File: src/rtl/fp_norm_sequencer.sv
// Multi-cycle FP normalizer: one mantissa shift per cycle until normal, denormal, zero or infinite.
// Optional FP_NORM_INEXACT_EN adds out_inexact for bits lost on right shift or overflow to Inf.
module fp_norm_sequencer #(
  parameter int M = 10,
  parameter int E = 5
) (
  input  logic         clk,
  input  logic         reset,
  input  logic         in_valid,
  output logic         in_ready,
  input  logic [M-1:0] in_mant,
  input  logic         in_hidden,
  input  logic         in_ovf,
  input  logic [E-1:0] in_exp,
  output logic         out_valid,
  input  logic         out_ready,
  output logic [M-1:0] out_mant,
  output logic [E-1:0] out_exp,
  output logic         out_zero,
  output logic         out_inf,
  output logic         out_denorm
`ifdef FP_NORM_INEXACT_EN
  ,
  output logic         out_inexact
`endif
);

  typedef enum logic [1:0] {IDLE, NORM, DONE} state_e;
  localparam logic [E-1:0] XMAX = '1;
  localparam logic [E-1:0] XONE = E'(1);

  state_e         state_q;
  logic [M+1:0]   w_q;
  logic [E-1:0]   x_q;
  logic           in_ready_q, out_valid_q, zero_q, inf_q, denorm_q;
  logic [M-1:0]   mant_q;
  logic [E-1:0]   exp_q;
  logic [M+1:0]   w_shr;
  logic [E-1:0]   x_inc;
`ifdef FP_NORM_INEXACT_EN
  logic           inexact_q;
`endif

  assign w_shr = w_q >> 1;
  assign x_inc = x_q + XONE;

  always_ff @(posedge clk or posedge reset) begin
    if (reset) begin
      state_q     <= IDLE;
      w_q         <= '0;
      x_q         <= '0;
      in_ready_q  <= 1'b1;
      out_valid_q <= 1'b0;
      mant_q      <= '0;
      exp_q       <= '0;
      zero_q      <= 1'b0;
      inf_q       <= 1'b0;
      denorm_q    <= 1'b0;
`ifdef FP_NORM_INEXACT_EN
      inexact_q   <= 1'b0;
`endif
    end else begin
      case (state_q)
        IDLE: if (in_valid) begin
          w_q        <= {in_ovf, in_hidden, in_mant};
          x_q        <= in_exp;
          zero_q     <= 1'b0;
          inf_q      <= 1'b0;
          denorm_q   <= 1'b0;
`ifdef FP_NORM_INEXACT_EN
          inexact_q  <= 1'b0;
`endif
          in_ready_q <= 1'b0;
          state_q    <= NORM;
        end
        NORM: begin
          state_q     <= DONE;
          out_valid_q <= 1'b1;
          if (x_q == XMAX) begin
            mant_q <= w_q[M-1:0];
            exp_q  <= x_q;
          end else if (w_q == '0) begin
            mant_q <= '0;
            exp_q  <= '0;
            zero_q <= 1'b1;
          end else if (w_q[M+1]) begin
            // x_q < XMAX here, so the increment cannot wrap
            w_q   <= w_shr;
            x_q   <= x_inc;
            exp_q <= x_inc;
            if (x_inc == XMAX) begin
              mant_q <= '0;
              inf_q  <= 1'b1;
`ifdef FP_NORM_INEXACT_EN
              inexact_q <= w_q[0] | (|w_shr[M-1:0]);
`endif
            end else begin
              mant_q <= w_shr[M-1:0];
`ifdef FP_NORM_INEXACT_EN
              inexact_q <= w_q[0];
`endif
            end
          end else if (w_q[M]) begin
            mant_q <= w_q[M-1:0];
            exp_q  <= x_q;
          end else if (x_q <= XONE) begin
            mant_q   <= w_q[M-1:0];
            exp_q    <= '0;
            denorm_q <= 1'b1;
          end else begin
            w_q         <= w_q << 1;
            x_q         <= x_q - XONE;
            state_q     <= NORM;
            out_valid_q <= 1'b0;
          end
        end
        DONE: if (out_ready) begin
          out_valid_q <= 1'b0;
          in_ready_q  <= 1'b1;
          state_q     <= IDLE;
        end
        default: state_q <= IDLE;
      endcase
    end
  end

  assign in_ready   = in_ready_q;
  assign out_valid  = out_valid_q;
  assign out_mant   = mant_q;
  assign out_exp    = exp_q;
  assign out_zero   = zero_q;
  assign out_inf    = inf_q;
  assign out_denorm = denorm_q;
`ifdef FP_NORM_INEXACT_EN
  assign out_inexact = inexact_q;
`endif

endmodule

File: config.mk
export PLATFORM = sky130hd
export DESIGN_NAME = fp_norm_sequencer
export DESIGN_NICKNAME = d
export VERILOG_FILES = /design/src/rtl/fp_norm_sequencer.sv
export SDC_FILE = /design/constraint.sdc
export NUM_CORES = 1
export LEC_CHECK = 0
export BUFFER_PORTS_ARGS = -buffer_cell sky130_fd_sc_hd__buf_2
export CELL_PAD_IN_SITES_DETAIL_PLACEMENT = 0
export CELL_PAD_IN_SITES_GLOBAL_PLACEMENT = 2
export CORE_ASPECT_RATIO = 0.75
export CORE_MARGIN = 8
export CORE_UTILIZATION = 36
export CTS_BUF_LIST = sky130_fd_sc_hd__clkbuf_16
export DETAILED_ROUTE_END_ITERATION = 8
export HOLD_SLACK_MARGIN = 0.05
export PLACE_DENSITY = 0.83
export SKIP_LAST_GASP = 1
export SLEW_MARGIN = 20
export SYNTH_ARGS = -nofsm -noshare
export SYNTH_HDL_FRONTEND = slang
export SYNTH_SLANG_ARGS = --single-unit
File: constraint.sdc
create_clock -name clk -period 6.27 [get_ports clk]
set_input_delay 0.627 -clock clk [delete_from_list [all_inputs] [get_ports clk]]
set_output_delay 0.627 -clock clk [all_outputs]
set_load 0.02 [all_outputs]
### After elaboration in Yosys (flattened, before gate mapping)

Cells that the tools add are included.

| cells by class | value |
|---|---|
| add/subtract/negate cells | 2 |
| mux-type cells | 57 |
| equal/unequal tests | 16 |
| magnitude comparators | 1 |
| reductions and logical operators | 15 |

Operators with widths:

| operator | number |
|---|---|
| 10-bit two-way mux | 6 |
| 5-bit two-way mux | 11 |
| 12-bit two-way mux | 3 |
| 11-bit two-way mux | 3 |
| 12-bit case mux with 2 select lines | 1 |
| 2-bit != test, second input constant | 10 |
| 1-bit two-way mux | 19 |
| 2-bit two-way mux | 7 |
| 12-bit logical NOT | 1 |
| 6-bit AND reduction | 2 |
| 5-bit == test, second input constant | 2 |
| 1-bit case mux with 2 select lines | 5 |
| 5-bit case mux with 2 select lines | 1 |
| 4-bit AND reduction | 2 |
| 7-bit AND reduction | 1 |
| 3-bit != test, second input constant | 2 |
| 2-bit case mux with 3 select lines | 1 |
| 2-bit AND reduction | 3 |
| 2-bit nonzero test | 3 |
| 5-bit by 1-bit adder with 5-bit output, second input constant | 1 |
| 5-bit by 1-bit less-or-equal comparator with 1-bit output, second input constant | 1 |
| 5-bit nonzero test | 1 |
| 5-bit by 1-bit subtractor with 5-bit output, second input constant | 1 |
| 3-bit AND reduction | 1 |
| 3 further kinds | 3 |

| storage, ports and cells | value |
|---|---|
| output and inout port bits | 20 |
| register bits | 39 |
| logic and storage cells | 102 |

### Depth between registers and ports, before layout

| depth | value |
|---|---|
| word-level depth | 7 |
| mapped depth | 9 |
| mapped depth without buffers | 8 |

### Worst setup path before layout

Ideal clock, no wire load.

| timing | value |
|---|---|
| path type | reg-to-reg |
| from | register x_q[1] |
| to | register exp_q[0], in the netlist out_exp[0] |
| period minus slack after synthesis | 2.281 ns |
| buffers on the path | 2 |
| stages on the path, launching flop included | 10 |
| data arrival time | 2.156 ns |
| data required time | 6.145 ns |
| setup slack | 3.989 ns |
| cell sequence | dfrtp_1 -> inv_1 -> ha_1 -> o21bai_2 -> a21boi_4 -> or3b_1 -> buf_2 -> and2_4 -> buf_6 -> mux2_4 |

| between the ends | value |
|---|---|
| word-level cells in the longest chain between the ends | 3 |

Ends and longest elaborated chain:

| element | RTL line | RTL |
|---|---|---|
| start, declared | 34 | `logic [E-1:0] x_q;` |
| start signal, assigned | 66 | `x_q <= in_exp;` |
| start signal, assigned | 89 | `x_q <= x_inc;` |
| start signal, assigned | 112 | `x_q <= x_q - XONE;` |
| 5-bit by 1-bit less-or-equal comparator with 1-bit output or 5-bit == test (tied branches) | 106, 79 |  |
| 5-bit nonzero test (no source line) | - |  |
| 2-bit AND reduction (no source line) | - |  |
| end signal, assigned | 81 | `exp_q <= x_q;` |
| end signal, assigned | 90 | `exp_q <= x_inc;` |
| end signal, assigned | 105 | `exp_q <= x_q;` |
| end, declared | 37 | `logic [E-1:0] exp_q;` |

Parallel ways exist; a longest one is shown, timed or not.
A chain may end at the register's enable or synchronous reset.

### Worst setup path in the final report

| timing | value |
|---|---|
| from | register x_q[0] |
| to | register mant_q[4], in the netlist out_mant[4] |

| between the ends | value |
|---|---|
| word-level cells in the longest chain between the ends | 6 |

Ends and longest elaborated chain:

| element | RTL line | RTL |
|---|---|---|
| 5-bit by 1-bit adder with 5-bit output | 45 | `assign x_inc = x_q + XONE;` |
| 5-bit == test | 91 | `if (x_inc == XMAX) begin` |
| 10-bit two-way mux | 91 |  |
| 10-bit two-way mux | 86 | `end else if (w_q[M+1]) begin` |
| 10-bit two-way mux | 82 | `end else if (w_q == '0) begin` |
| 10-bit two-way mux | 79 | `if (x_q == XMAX) begin` |
| end signal, assigned | 80 | `mant_q <= w_q[M-1:0];` |
| end signal, assigned | 98 | `mant_q <= w_shr[M-1:0];` |
| end signal, assigned | 104 | `mant_q <= w_q[M-1:0];` |
| end, declared | 36 | `logic [M-1:0] mant_q;` |

Parallel ways exist; a longest one is shown, timed or not.

==> summary.md <==
| Metric | Value |
|---|---|
| Final Net Count | `341` |
| Reg-to-reg slack, setup | `roughly 3.4 ns` |
| Die width | `110.5 µm` |
| Top cells by area, synth | `dfrtp_1, a21oi_1, nor2_1, nand2_1, a31oi_1` |
| Via density | `between 5 and 6` |
| Syn Nets | `around 310` |
| CP Data Required Time | `6.44 ns` |
| Post-synth top cells | `dfrtp_1, a21oi_1, nor2_1, nand2_1, inv_1` |
| # DRC | `0` |
| Fin crit share | `between 40% and 50%` |
| WHS | `roughly 0.47 ns` |
| Post-cts resize count | `0` |
| Gr usage total | `15.00%` |
| Multi-input logic area | `1281 µm²` |
| Top FF cell, synth | `dfrtp_1` |
| Min cycle time layout | `roughly 2.9 ns` |
| CP Class | `reg2reg` |
| Final Max Tran Viols | `0` |
| Initial Utilization | `a little under two fifths` |
| Setup_tns | `0 ns` |
| Synth Instances | `285` |
| Critical Path End Type | `register` |
| Ys async rst share | `100.0%` |
| Vias in the first global route | `between 2000 and 2500` |
| ANT cells | `0` |
| Mapped cell area | `2409 µm²` |
| Clock Skew | `between 0.002 and 0.003 ns` |
| Layout area overhead | `15.69%` |
| Worst r2r dst | `out_mant[4]` |
| Max Cap Violations | `0` |
| Share of the synthesized area in the top cell type | `39.48%` |
| H-tree Lvls | `2` |
| Setup repair after global routing missed its margin | `no` |
| Layout cells sized above 1 | `a little over a fifth` |
| Max transition margin | `48.22%` |
| Reg2reg path depth | `6` |
| Clk_lat worst skew | `approximately 0.28 ns` |
| Synth Register Bits | `39` |
| Cell taking the most area after synthesis | `dfrtp_1` |
| WL/cell | `around 18 µm` |
| Hold buffer count at cts | `0` |
| Status | `completed` |
| Post-synth EDFFs | `0` |
| Drt first pass iters | `5` |
| Met1 WL | `about 3800 µm` |
| Seq/Total Area, Yosys | `about two fifths` |
| Num Clock Sinks | `39` |
| Fill cells | `650` |
| Post CTS Setup Buffer Count | `0` |
| Hpwl dp | `approximately 5000 µm` |
| Hold WC Path Type | `in2async` |
| Leak | `1.225 nW` |
| Placeable Area | `around 6400 µm²` |
| # IOs | `~40` |
| Most frequent cell after synthesis | `dfrtp_1` |
| First-pass GRT wire length | `between 10000 and 15000 µm` |
| Total Routed Length | `roughly 7000 µm` |
| Worst-margin pin slew | `slightly below 0.8 ns` |
| Top achievable clock speed | `roughly 350 MHz` |
| Critical Path Source Type | `register` |
| Syn_area_per_cell | `around 8.5 µm²` |
| Clock Pin Slew Worst Setup and Hold Paths | `roughly 0.060 ns` |
| WL met3 | `about 450 µm` |
| Final Hold Viols | `0` |
| Pin count of the biggest net entering global routing | `40` |
| Routed wl met2 | `approximately 2700 µm` |
| CTS Buf Count | `5` |
| Congestion Overflow GR | `0` |
| Critical R2R Launch | `x_q[0]` |
| Chip Height | `between 80 and 90 µm` |
| VDD IR-drop max | `~200 µV` |
| Full die area | `9591 µm²` |
| Clock root buffer | `clkbuf_16` |
| Max layer used | `met4` |
| CP arrival | `about 3 ns` |
| Setup violators final | `0` |
| Flip-flop and latch area | `around 1000 µm²` |
| DR vias | `about 2200` |
| Port-buffer cells | `40` |
| Initial antenna violation count | `0` |
| Worst-path maximum fanout | `20` |
| Gpl congestion | `0.7983` |
| YS warnings | `0` |
| # rows | `25` |
| Pwr Density | `between 600 and 700 nW/µm²` |
| Iteration-0 DRC Markers | `around 150` |
| Clk buf depth | `2` |
| Final antenna-violating net count | `0` |
| CTS tree | `built` |
| Synth unique cells | `51` |
==> where the power goes <==
group          internal [W]  switching, W  total (W)
clock              0.000145      0.000102   0.000247
combinational      0.000347      0.000542   0.000889
sequential         0.000381      0.000178   0.000559
total              0.000873      0.000822    0.00170
==> critical path: stages, from the launching register on <==
cell	delay [ns]
dfrtp_1	0.50
ha_1	0.29
and3_1	0.18
ha_1	0.59
or3b_1	0.56
and2_4	0.31
mux2_4	0.31
==> how the worst max path moves through the flow <==
stage / from / to / cells past startpoint
after floorplan: x_q[1] / out_exp[0] / 9
after global placement: x_q[0] / out_exp[0] / 6
after detailed placement: x_q[0] / out_mant[4] / 6
after CTS: x_q[0] / out_mant[4] / 6
after global routing: x_q[0] / out_exp[0] / 6
final: x_q[0] / out_mant[4] / 6
==> per-layer routing <==
layer | vias up | GRT usage, %
li1 | 1101 | -
met5 | - | 0
met4 | 0 | 3.545
met3 | 8 | 3.382
met1 | 1062 | 23.21
met2 | 77 | 19.76
==> flip-flops by register name (all words and copies together), names as in the netlist <==
signal / flops
x_q: 5
out_denorm: 1
out_inf: 1
out_zero: 1
out_mant: 10
out_exp: 5
in_ready: 1
w_q: 12
out_valid: 1
state_q: 2
==> per-stage QoR <==
stage / total power [W] / cell area [µm²] / worst slack [ns] / instances / util, %
floorplan: 0.001200 / 2409 / 3.989 / 285 / -
global placement: 0.001455 / 2646 / 3.496 / 389 / 41.47
detailed placement: 0.001449 / 2646 / 3.382 / 389 / 41.47
CTS: 0.001702 / 2786 / 3.377 / 397 / 43.67
global route: 0.001855 / 2786 / 3.171 / 397 / 43.67
finish: 0.001696 / 2786 / 3.405 / 397 / 43.67
==> cell families after synthesis <==
kind of cell	count (synthesis)	share of synthesized area [%]
xor gates and xnor gates	3	1.091
and+or+nand+nor	92	18.23
muxes	5	2.805
buffers and inverters	36	6.337
AOI/OAI and AO/OA	105	28.36
adders and majority gates	5	2.597
DFF	39	40.57
==> cell usage in the layout (no fill, tap or decap), types with 3 or more instances in the layout <==
| cell type | n |
|---|---|
| buf_2 | 40 |
| ha_1 | 5 |
| o21ai_0 | 14 |
| a21oi_1 | 37 |
| buf_4 | 4 |
| inv_1 | 15 |
| clkbuf_16 | 5 |
| a221oi_1 | 8 |
| nor4_1 | 3 |
| nor3_1 | 11 |
| nand2_1 | 24 |
| nand3_1 | 5 |
| a21o_1 | 3 |
| a31oi_1 | 14 |
| nor2_1 | 31 |
| o211ai_1 | 9 |
| mux2_4 | 3 |
| dfrtp_1 | 38 |
| a22oi_1 | 5 |
| clkinv_2 | 3 |
| and3_1 | 3 |
==> cell type report <==
type	count	area share (%)
clock buffers	5	4.490
clock inverters	3	0.5388
inverters	15	2.021
multi-input cells	210	45.98
flip-flops and latches	39	35.07
well taps	81	3.637
repair buffers	44	8.262
(Power assumes the default switching activity.)
